[src/rtl/uart_rx_oversampler.sv]
// 16x oversampling 8N1 UART receiver front-end.
// Majority-votes three mid-bit samples and flags framing errors.
`timescale 1ns/1ps
module uart_rx_oversampler #(
  parameter int CLK_HZ     = 100000000,
  parameter int BAUD       = 9600,
  parameter int OVERSAMPLE = 16
) (
  input  logic       sysclk,
  input  logic       reset,
  input  logic       uart_rx,
  output logic [7:0] rx_data,
  output logic       rx_status,
  output logic       frame_err,
  output logic       rx_busy
);

  localparam int DIV = CLK_HZ / (BAUD * OVERSAMPLE);
  localparam int TW  = (DIV > 2) ? $clog2(DIV) : 1;
  localparam logic [TW-1:0] TMAX = TW'(DIV - 1);
  localparam logic [TW-1:0] TONE = TW'(1);

  typedef enum logic [2:0] {
    S_IDLE,
    S_START,
    S_DATA,
    S_STOP,
    S_WAIT_HIGH
  } state_t;

  state_t      state_q, state_d;
  logic        sync1_q, sync2_q;
  logic [TW-1:0] tcnt_q, tcnt_d;
  logic [3:0]  scnt_q, scnt_d;
  logic [2:0]  bidx_q, bidx_d;
  logic [7:0]  shreg_q, shreg_d;
  logic        s7_q, s7_d;
  logic        s8_q, s8_d;
  logic [7:0]  rx_data_q, rx_data_d;
  logic        rx_status_q, rx_status_d;
  logic        frame_err_q, frame_err_d;
  logic [3:0]  hcnt_q, hcnt_d;

  logic rx_s;
  logic tick;
  logic maj;
  logic in_frame;

  assign rx_s = sync2_q;
  assign tick = (tcnt_q == TMAX);
  assign maj  = (s7_q & s8_q) | (s7_q & rx_s) | (s8_q & rx_s);
  assign in_frame = (state_q == S_START) ||
                    (state_q == S_DATA)  ||
                    (state_q == S_STOP);

  always_comb begin
    state_d     = state_q;
    tcnt_d      = tick ? '0 : tcnt_q + TONE;
    scnt_d      = scnt_q;
    bidx_d      = bidx_q;
    shreg_d     = shreg_q;
    s7_d        = s7_q;
    s8_d        = s8_q;
    rx_data_d   = rx_data_q;
    rx_status_d = rx_status_q;
    frame_err_d = frame_err_q;
    hcnt_d      = hcnt_q;

    // Status pulse length is counted apart from the frame FSM.
    if (rx_status_q && tick) begin
      if (hcnt_q == 4'd15) begin
        rx_status_d = 1'b0;
        hcnt_d      = 4'd0;
      end else begin
        hcnt_d = hcnt_q + 4'd1;
      end
    end

    if (tick && in_frame) begin
      scnt_d = scnt_q + 4'd1;
      if (scnt_q == 4'd7) s7_d = rx_s;
      if (scnt_q == 4'd8) s8_d = rx_s;
    end

    if (tick) begin
      unique case (state_q)
        S_IDLE: begin
          if (!rx_s) begin
            state_d = S_START;
            scnt_d  = 4'd0;
          end
        end
        S_START: begin
          if (scnt_q == 4'd9 && maj) begin
            state_d = S_IDLE;
            scnt_d  = 4'd0;
          end else if (scnt_q == 4'd15) begin
            state_d = S_DATA;
            bidx_d  = 3'd0;
          end
        end
        S_DATA: begin
          if (scnt_q == 4'd9) shreg_d = {maj, shreg_q[7:1]};
          if (scnt_q == 4'd15) begin
            bidx_d = bidx_q + 3'd1;
            if (bidx_q == 3'd7) state_d = S_STOP;
          end
        end
        S_STOP: begin
          if (scnt_q == 4'd9) begin
            scnt_d = 4'd0;
            if (maj) begin
              rx_data_d   = shreg_q;
              rx_status_d = 1'b1;
              hcnt_d      = 4'd0;
              frame_err_d = 1'b0;
              state_d     = S_IDLE;
            end else begin
              frame_err_d = 1'b1;
              state_d     = S_WAIT_HIGH;
            end
          end
        end
        S_WAIT_HIGH: begin
          if (rx_s) state_d = S_IDLE;
        end
        default: state_d = S_IDLE;
      endcase
    end
  end

  always_ff @(posedge sysclk) begin
    if (reset) begin
      state_q     <= S_IDLE;
      sync1_q     <= 1'b1;
      sync2_q     <= 1'b1;
      tcnt_q      <= '0;
      scnt_q      <= 4'd0;
      bidx_q      <= 3'd0;
      shreg_q     <= 8'd0;
      s7_q        <= 1'b0;
      s8_q        <= 1'b0;
      rx_data_q   <= 8'd0;
      rx_status_q <= 1'b0;
      frame_err_q <= 1'b0;
      hcnt_q      <= 4'd0;
    end else begin
      state_q     <= state_d;
      sync1_q     <= uart_rx;
      sync2_q     <= sync1_q;
      tcnt_q      <= tcnt_d;
      scnt_q      <= scnt_d;
      bidx_q      <= bidx_d;
      shreg_q     <= shreg_d;
      s7_q        <= s7_d;
      s8_q        <= s8_d;
      rx_data_q   <= rx_data_d;
      rx_status_q <= rx_status_d;
      frame_err_q <= frame_err_d;
      hcnt_q      <= hcnt_d;
    end
  end

  assign rx_data   = rx_data_q;
  assign rx_status = rx_status_q;
  assign frame_err = frame_err_q;
  assign rx_busy   = in_frame;

endmodule

[config.mk]
export PLATFORM = sky130hd
export DESIGN_NAME = uart_rx_oversampler
export DESIGN_NICKNAME = d
export VERILOG_FILES = /design/src/rtl/uart_rx_oversampler.sv
export SDC_FILE = /design/constraint.sdc
export NUM_CORES = 1
export LEC_CHECK = 0
export CORE_MARGIN = 5
export CORE_UTILIZATION = 58
export DETAILED_ROUTE_END_ITERATION = 10
export GPL_ROUTABILITY_DRIVEN = 0
export GPL_TIMING_DRIVEN = 0
export HOLD_SLACK_MARGIN = 0.05
export PLACE_DENSITY_LB_ADDON = 0.12
export REMOVE_ABC_BUFFERS = 1
export SYNTH_ARGS = -nofsm -noshare
export SYNTH_HDL_FRONTEND = slang
export SYNTH_SLANG_ARGS = --single-unit
[constraint.sdc]
create_clock -name sysclk -period 2.6 [get_ports sysclk]
set_input_delay 0.52 -clock sysclk [delete_from_list [all_inputs] [get_ports sysclk]]
set_output_delay 0.52 -clock sysclk [all_outputs]
set_load 0.02 [all_outputs]
Word level (Yosys, flattened, before mapping)

Index checks and enable logic that the tools add are counted.

Bits in registers: 46

$add $sub $neg: 4
Equality and inequality tests: 19
Muxes and demuxes: 32
Bitwise gates (word level): 5
Reductions and logical operators: 15

Operator list:

| operator                | number |
|---|---|
| $mux W4                 | 11 |
| $mux W3                 | 11 |
| $eq A4 B4 Y1 const B    | 4 |
| $pmux W3 S5             | 1 |
| $pmux W4 S3             | 1 |
| $add A10 B1 Y10 const B | 1 |
| $eq A10 B10 Y1 const B  | 1 |
| $add A4 B1 Y4 const B   | 2 |
| $ne A2 B1 Y1 const B    | 4 |
| $mux W1                 | 7 |
| $reduce_and A7 Y1       | 1 |
| $eq A3 B2 Y1 const B    | 2 |
| $eq A3 B3 Y1 const B    | 2 |
| $ne A2 B2 Y1 const B    | 3 |
| $pmux W3 S2             | 1 |
| $reduce_and A3 Y1       | 2 |
| $reduce_and A5 Y1       | 1 |
| $eq A4 B3 Y1 const B    | 1 |
| $reduce_and A2 Y1       | 2 |
| $reduce_and A4 Y1       | 1 |
| $add A3 B1 Y3 const B   | 1 |
| $and A1 B1 Y1           | 3 |
| $eq A3 B1 Y1 const B    | 1 |
| $logic_and A1 B1 Y1     | 3 |
| 6 further kinds         | 8 |

Longest topological paths before layout

Gate-level depths: netlist of the first run.

Depth after elaboration: 8
Gate-level depth with buffers: 7

Worst setup path before layout of the first run

No wires, ideal clock.

Kind: register to register
Start: register tcnt_q[0]
End: register state_q[0]
Library setup time: 120 ps
Arrival time: 1,552 ps
Data required time: 2,480 ps
Path slack: 929 ps
Cell stages (with the launch flop): 7
Period minus slack after synthesis: 1,671 ps
Path through: dfxtp_1 > inv_1 > ha_1 > or3b_4 > nor3_4 > a21oi_1 > a211o_1

Cells in the longest elaborated chain, start to end: 2

Ends and longest elaborated chain:

| element                            | RTL line | source |
|---|---|---|
| from (decl)                        | 33       | `logic [TW-1:0] tcnt_q, tcnt_d;` |
| from (signal assigned)             | 151      | `tcnt_q <= tcnt_d;` |
| $eq A10 B10 Y1                     | 50       | `assign tick = (tcnt_q == TMAX);` |
| $reduce_and A7 Y1 (no source line) | n/a      |  |
| to (signal assigned)               | 148      | `state_q <= state_d;` |
| to (decl)                          | 31       | `state_t state_q, state_d;` |

Every way passes these cells.
A chain may end at the register's enable or synchronous reset.

==> results of run 1 <==
-- power groups by stage --
stage               logic [µW]  registers [µW]  clock network (µW)
floorplan                 22.7             730                   0
global placement          37.2             731                   0
finish                    37.4             714                 497
global route              41.5             715                 531
detailed placement        37.6             731                   0
CTS                       37.7             715                 505
-- layer usage --
| metal | part of all wire (%) | up-vias | wire [µm] |
|---|---|---|---|
| met1 | 49 | 853 | 2180 |
| li1 | - | 944 | - |
| met3 | 4.2 | 4 | 188 |
| met4 | 0.85 | 0 | 38 |
| met2 | 46 | 34 | 2080 |
| met5 | 0 | - | 0 |
-- flip-flops by register name, indices dropped and copies added (netlist names), 3 cells and up --
register	count
rx_data	8
shreg_q	8
state_q	3
scnt_q	4
bidx_q	3
tcnt_q	10
hcnt_q	4
-- cell type report --
| class | instances | area [µm²] |
|---|---|---|
| flip-flops and latches | 46 | 921 |
| inverters | 6 | 22.5 |
| multi-input cells | 189 | 1240 |
| repair buffers | 13 | 130 |
| fillers | 311 | 1200 |
| well taps | 48 | 60.1 |
| clock buffers | 8 | 110 |
-- per-stage QoR --
stage,std cells,util [%],setup TNS [ps],total power (µW)
after floorplan,241,-,0,753
after global placement,302,64.5,-32.5,768
after detailed placement,302,64.5,-15.3,769
after CTS,310,67.5,0,1260
after global routing,310,67.5,0,1290
final,310,67.5,0,1250
-- cells by family (layout without fill, tap and decap cells) --
group | after synthesis | in the layout | share of synthesized area (%)
AND/OR/NAND/NOR | 102 | 102 | 28.2
AO/OA/AOI/OAI | 64 | 64 | 16.8
flip-flops | 46 | 46 | 41.1
buffers and inverters | 17 | 27 | 3.30
XOR/XNOR | 11 | 11 | 4.30
adder cells (fa/ha/maj) | 9 | 9 | 4.92
multiplexers | 3 | 3 | 1.34
-- cells in the final DEF, fill, tap and decap left out, types with 3 or more instances in the layout --
cell             count
a21oi_1             27
a31o_2               3
and3_1               4
clkbuf_8             8
clkdlybuf4s50_1     13
dfxtp_1             46
ha_1                 8
inv_1                6
mux2i_1              3
nand2_1             10
nand2b_1             4
nand3_1             23
nand3b_1             3
nand4_1              5
nor2_1              22
nor3_1               6
nor4_1               3
o21ai_0             21
o31ai_1              4
or4_1                4
xnor2_1              9
-- Yosys cell counts (5+ instances only) --
master	n	area share (%)
ha_1	8	4.5
xnor2_1	9	3.5
o21ai_0	21	4.7
nand4_1	5	1.4
inv_1	6	1.0
nor2_1	22	3.7
nand2_1	10	1.7
clkbuf_1	8	1.3
nand3_1	23	5.1
a21oi_1	27	6.0
dfxtp_1	46	41
nor3_1	6	1.3
-- path summary, 6_finish.rpt --
| kind | startpoint | endpoint | slack [ps] | depth (start not counted) |
|---|---|---|---|---|
| max | reset | state_q[0] | 280 | 4 |
| min | sync1_q | rx_s | 410 | 1 |
| max reg2reg | tcnt_q[0] | state_q[0] | 500 | 6 |
| min reg2reg | sync1_q | rx_s | 410 | 1 |
==> run summary, run 1 <==
cell area after synthesis - 2240 µm²
Die ar. - 5200 µm²
routed vias - 1835
Largest stage delay, worst path - 1310 ps
Clock Sinks - 46
GR Layer Usage met2 - 30.1%
count of cell types in the netlist - 47
Crit path max-delay family - buffers and inverters
Longest Clk Path Bufs - 2
drc violations - 0
cell-internal power - 992 µW
first-pass GRT wire length - 7.70 mm
Switching Fraction - 20.6%
core box area - 3690 µm²
via/cell ratio - 5.92
Hold Path Class - register to register
worst-path maximum fanout - 35
Final min period - 2320 ps
Wirelength per Cell - 14.5 µm
CP Launch Type - input port
Reg power frac - 57.2%
met1 Use GR - 23.7%
CTS buffer count - 5
RSZ-0062 raised after global routing - no
outcome - completed
CP Class - input port to register
HPWL Detailed - 3.04 mm
Placed Instance Area - 2380 µm²
I/O pin count - 14
pin count of the biggest net entering global routing - 36
Power Density - 502 nW/µm²
Die W - 72.1 µm
postcts setup bufs - 0
GRT Total Usage - 18.2%
final max-slew violation count - 0
fin crit share - 89.4%
vias in the first global route - 1693
CP bufs+invs - 1
Worst-path clk slew - 80 ps
Lkg Pwr - 0.000860 µW
Final Cell Area - 2490 µm²
CTS tree - yes
Peak VDD IR - 0.000342 V
max-cap viol count - 0
post-synthesis sequential area ratio - 41.1%
DR iter-0 viols - 164
worst-skew pair later-pin latency - 290 ps
initial core utilization - 60.7%
Hold WS - 414 ps
worst-path cell chain - clkdlybuf4s50_1, a2111oi_0, and4_1, a211o_1
DRT Pass-1 Iters - 4
Die Y - 72.1 µm
Post-CTS Resized - 0
net switching power - 257 µW
fin nets - 272
endpoints failing setup - 0
Req. time, crit path - 2780 ps
Max Freq - 430 MHz
Buffers on Ports - 13
Slowest-stage cell, CP - clkdlybuf4s50_1
Rows - 22
CTS Hold Bufs - 0
initial antenna violation count - 0
ratio of cells with drive above 1 in the final layout - 9.16%
Place WS - -15.3 ps
Final Hold Violating Endpoints - 0
root buffer cell - clkbuf_8
CP arrival - 2510 ps
Syn Area/Cell - 8.89 µm²
Area growth, synth to finish - 11.1%
Post-Syn Instances - 252
clk_skew - 6.43 ps
synth warn - 0
actual slew at the worst max-slew pin - 1270 ps
routed wire length - 4.49 mm
busiest layer in global routing - met2
Critical Path Sink Type - register
Post-synth EDFFs - 0
clock network fraction of total power - 39.8%
Comb pwr share - 3.0%
Final ANT Viol Nets - 0
post-synthesis async set-or-reset flop share - 0%
met3 Usage GRT - 3.74%
most common flop cell mapped by yosys - dfxtp_1
max_slew headroom - 15.1%
htree depth - 2
grt total ovfl - 0
Final Worst Setup Slack - 276 ps
flops & latches, synth - 46
ant diodes - 0
Note: power is estimated with default switching activity, not from simulation.
==> run 2: changes to the inputs <==
--- a/config.mk
+++ b/config.mk
@@ -10,7 +10,6 @@
 export DETAILED_ROUTE_END_ITERATION = 10
 export GPL_ROUTABILITY_DRIVEN = 0
 export GPL_TIMING_DRIVEN = 0
-export HOLD_SLACK_MARGIN = 0.05
 export PLACE_DENSITY_LB_ADDON = 0.12
 export REMOVE_ABC_BUFFERS = 1
 export SYNTH_ARGS = -nofsm -noshare
==> results of run 2 <==
No change in the layout: final DEF, timing and power equal those of run 1.
==> run 3: changes to the inputs <==
--- a/config.mk
+++ b/config.mk
@@ -5,6 +5,7 @@
 export SDC_FILE = /design/constraint.sdc
 export NUM_CORES = 1
 export LEC_CHECK = 0
+export ABC_CLOCK_PERIOD_IN_PS = 2600
 export CORE_MARGIN = 5
 export CORE_UTILIZATION = 58
 export DETAILED_ROUTE_END_ITERATION = 10
==> results of run 3 <==
No change in the layout: final DEF, timing and power equal those of run 1.
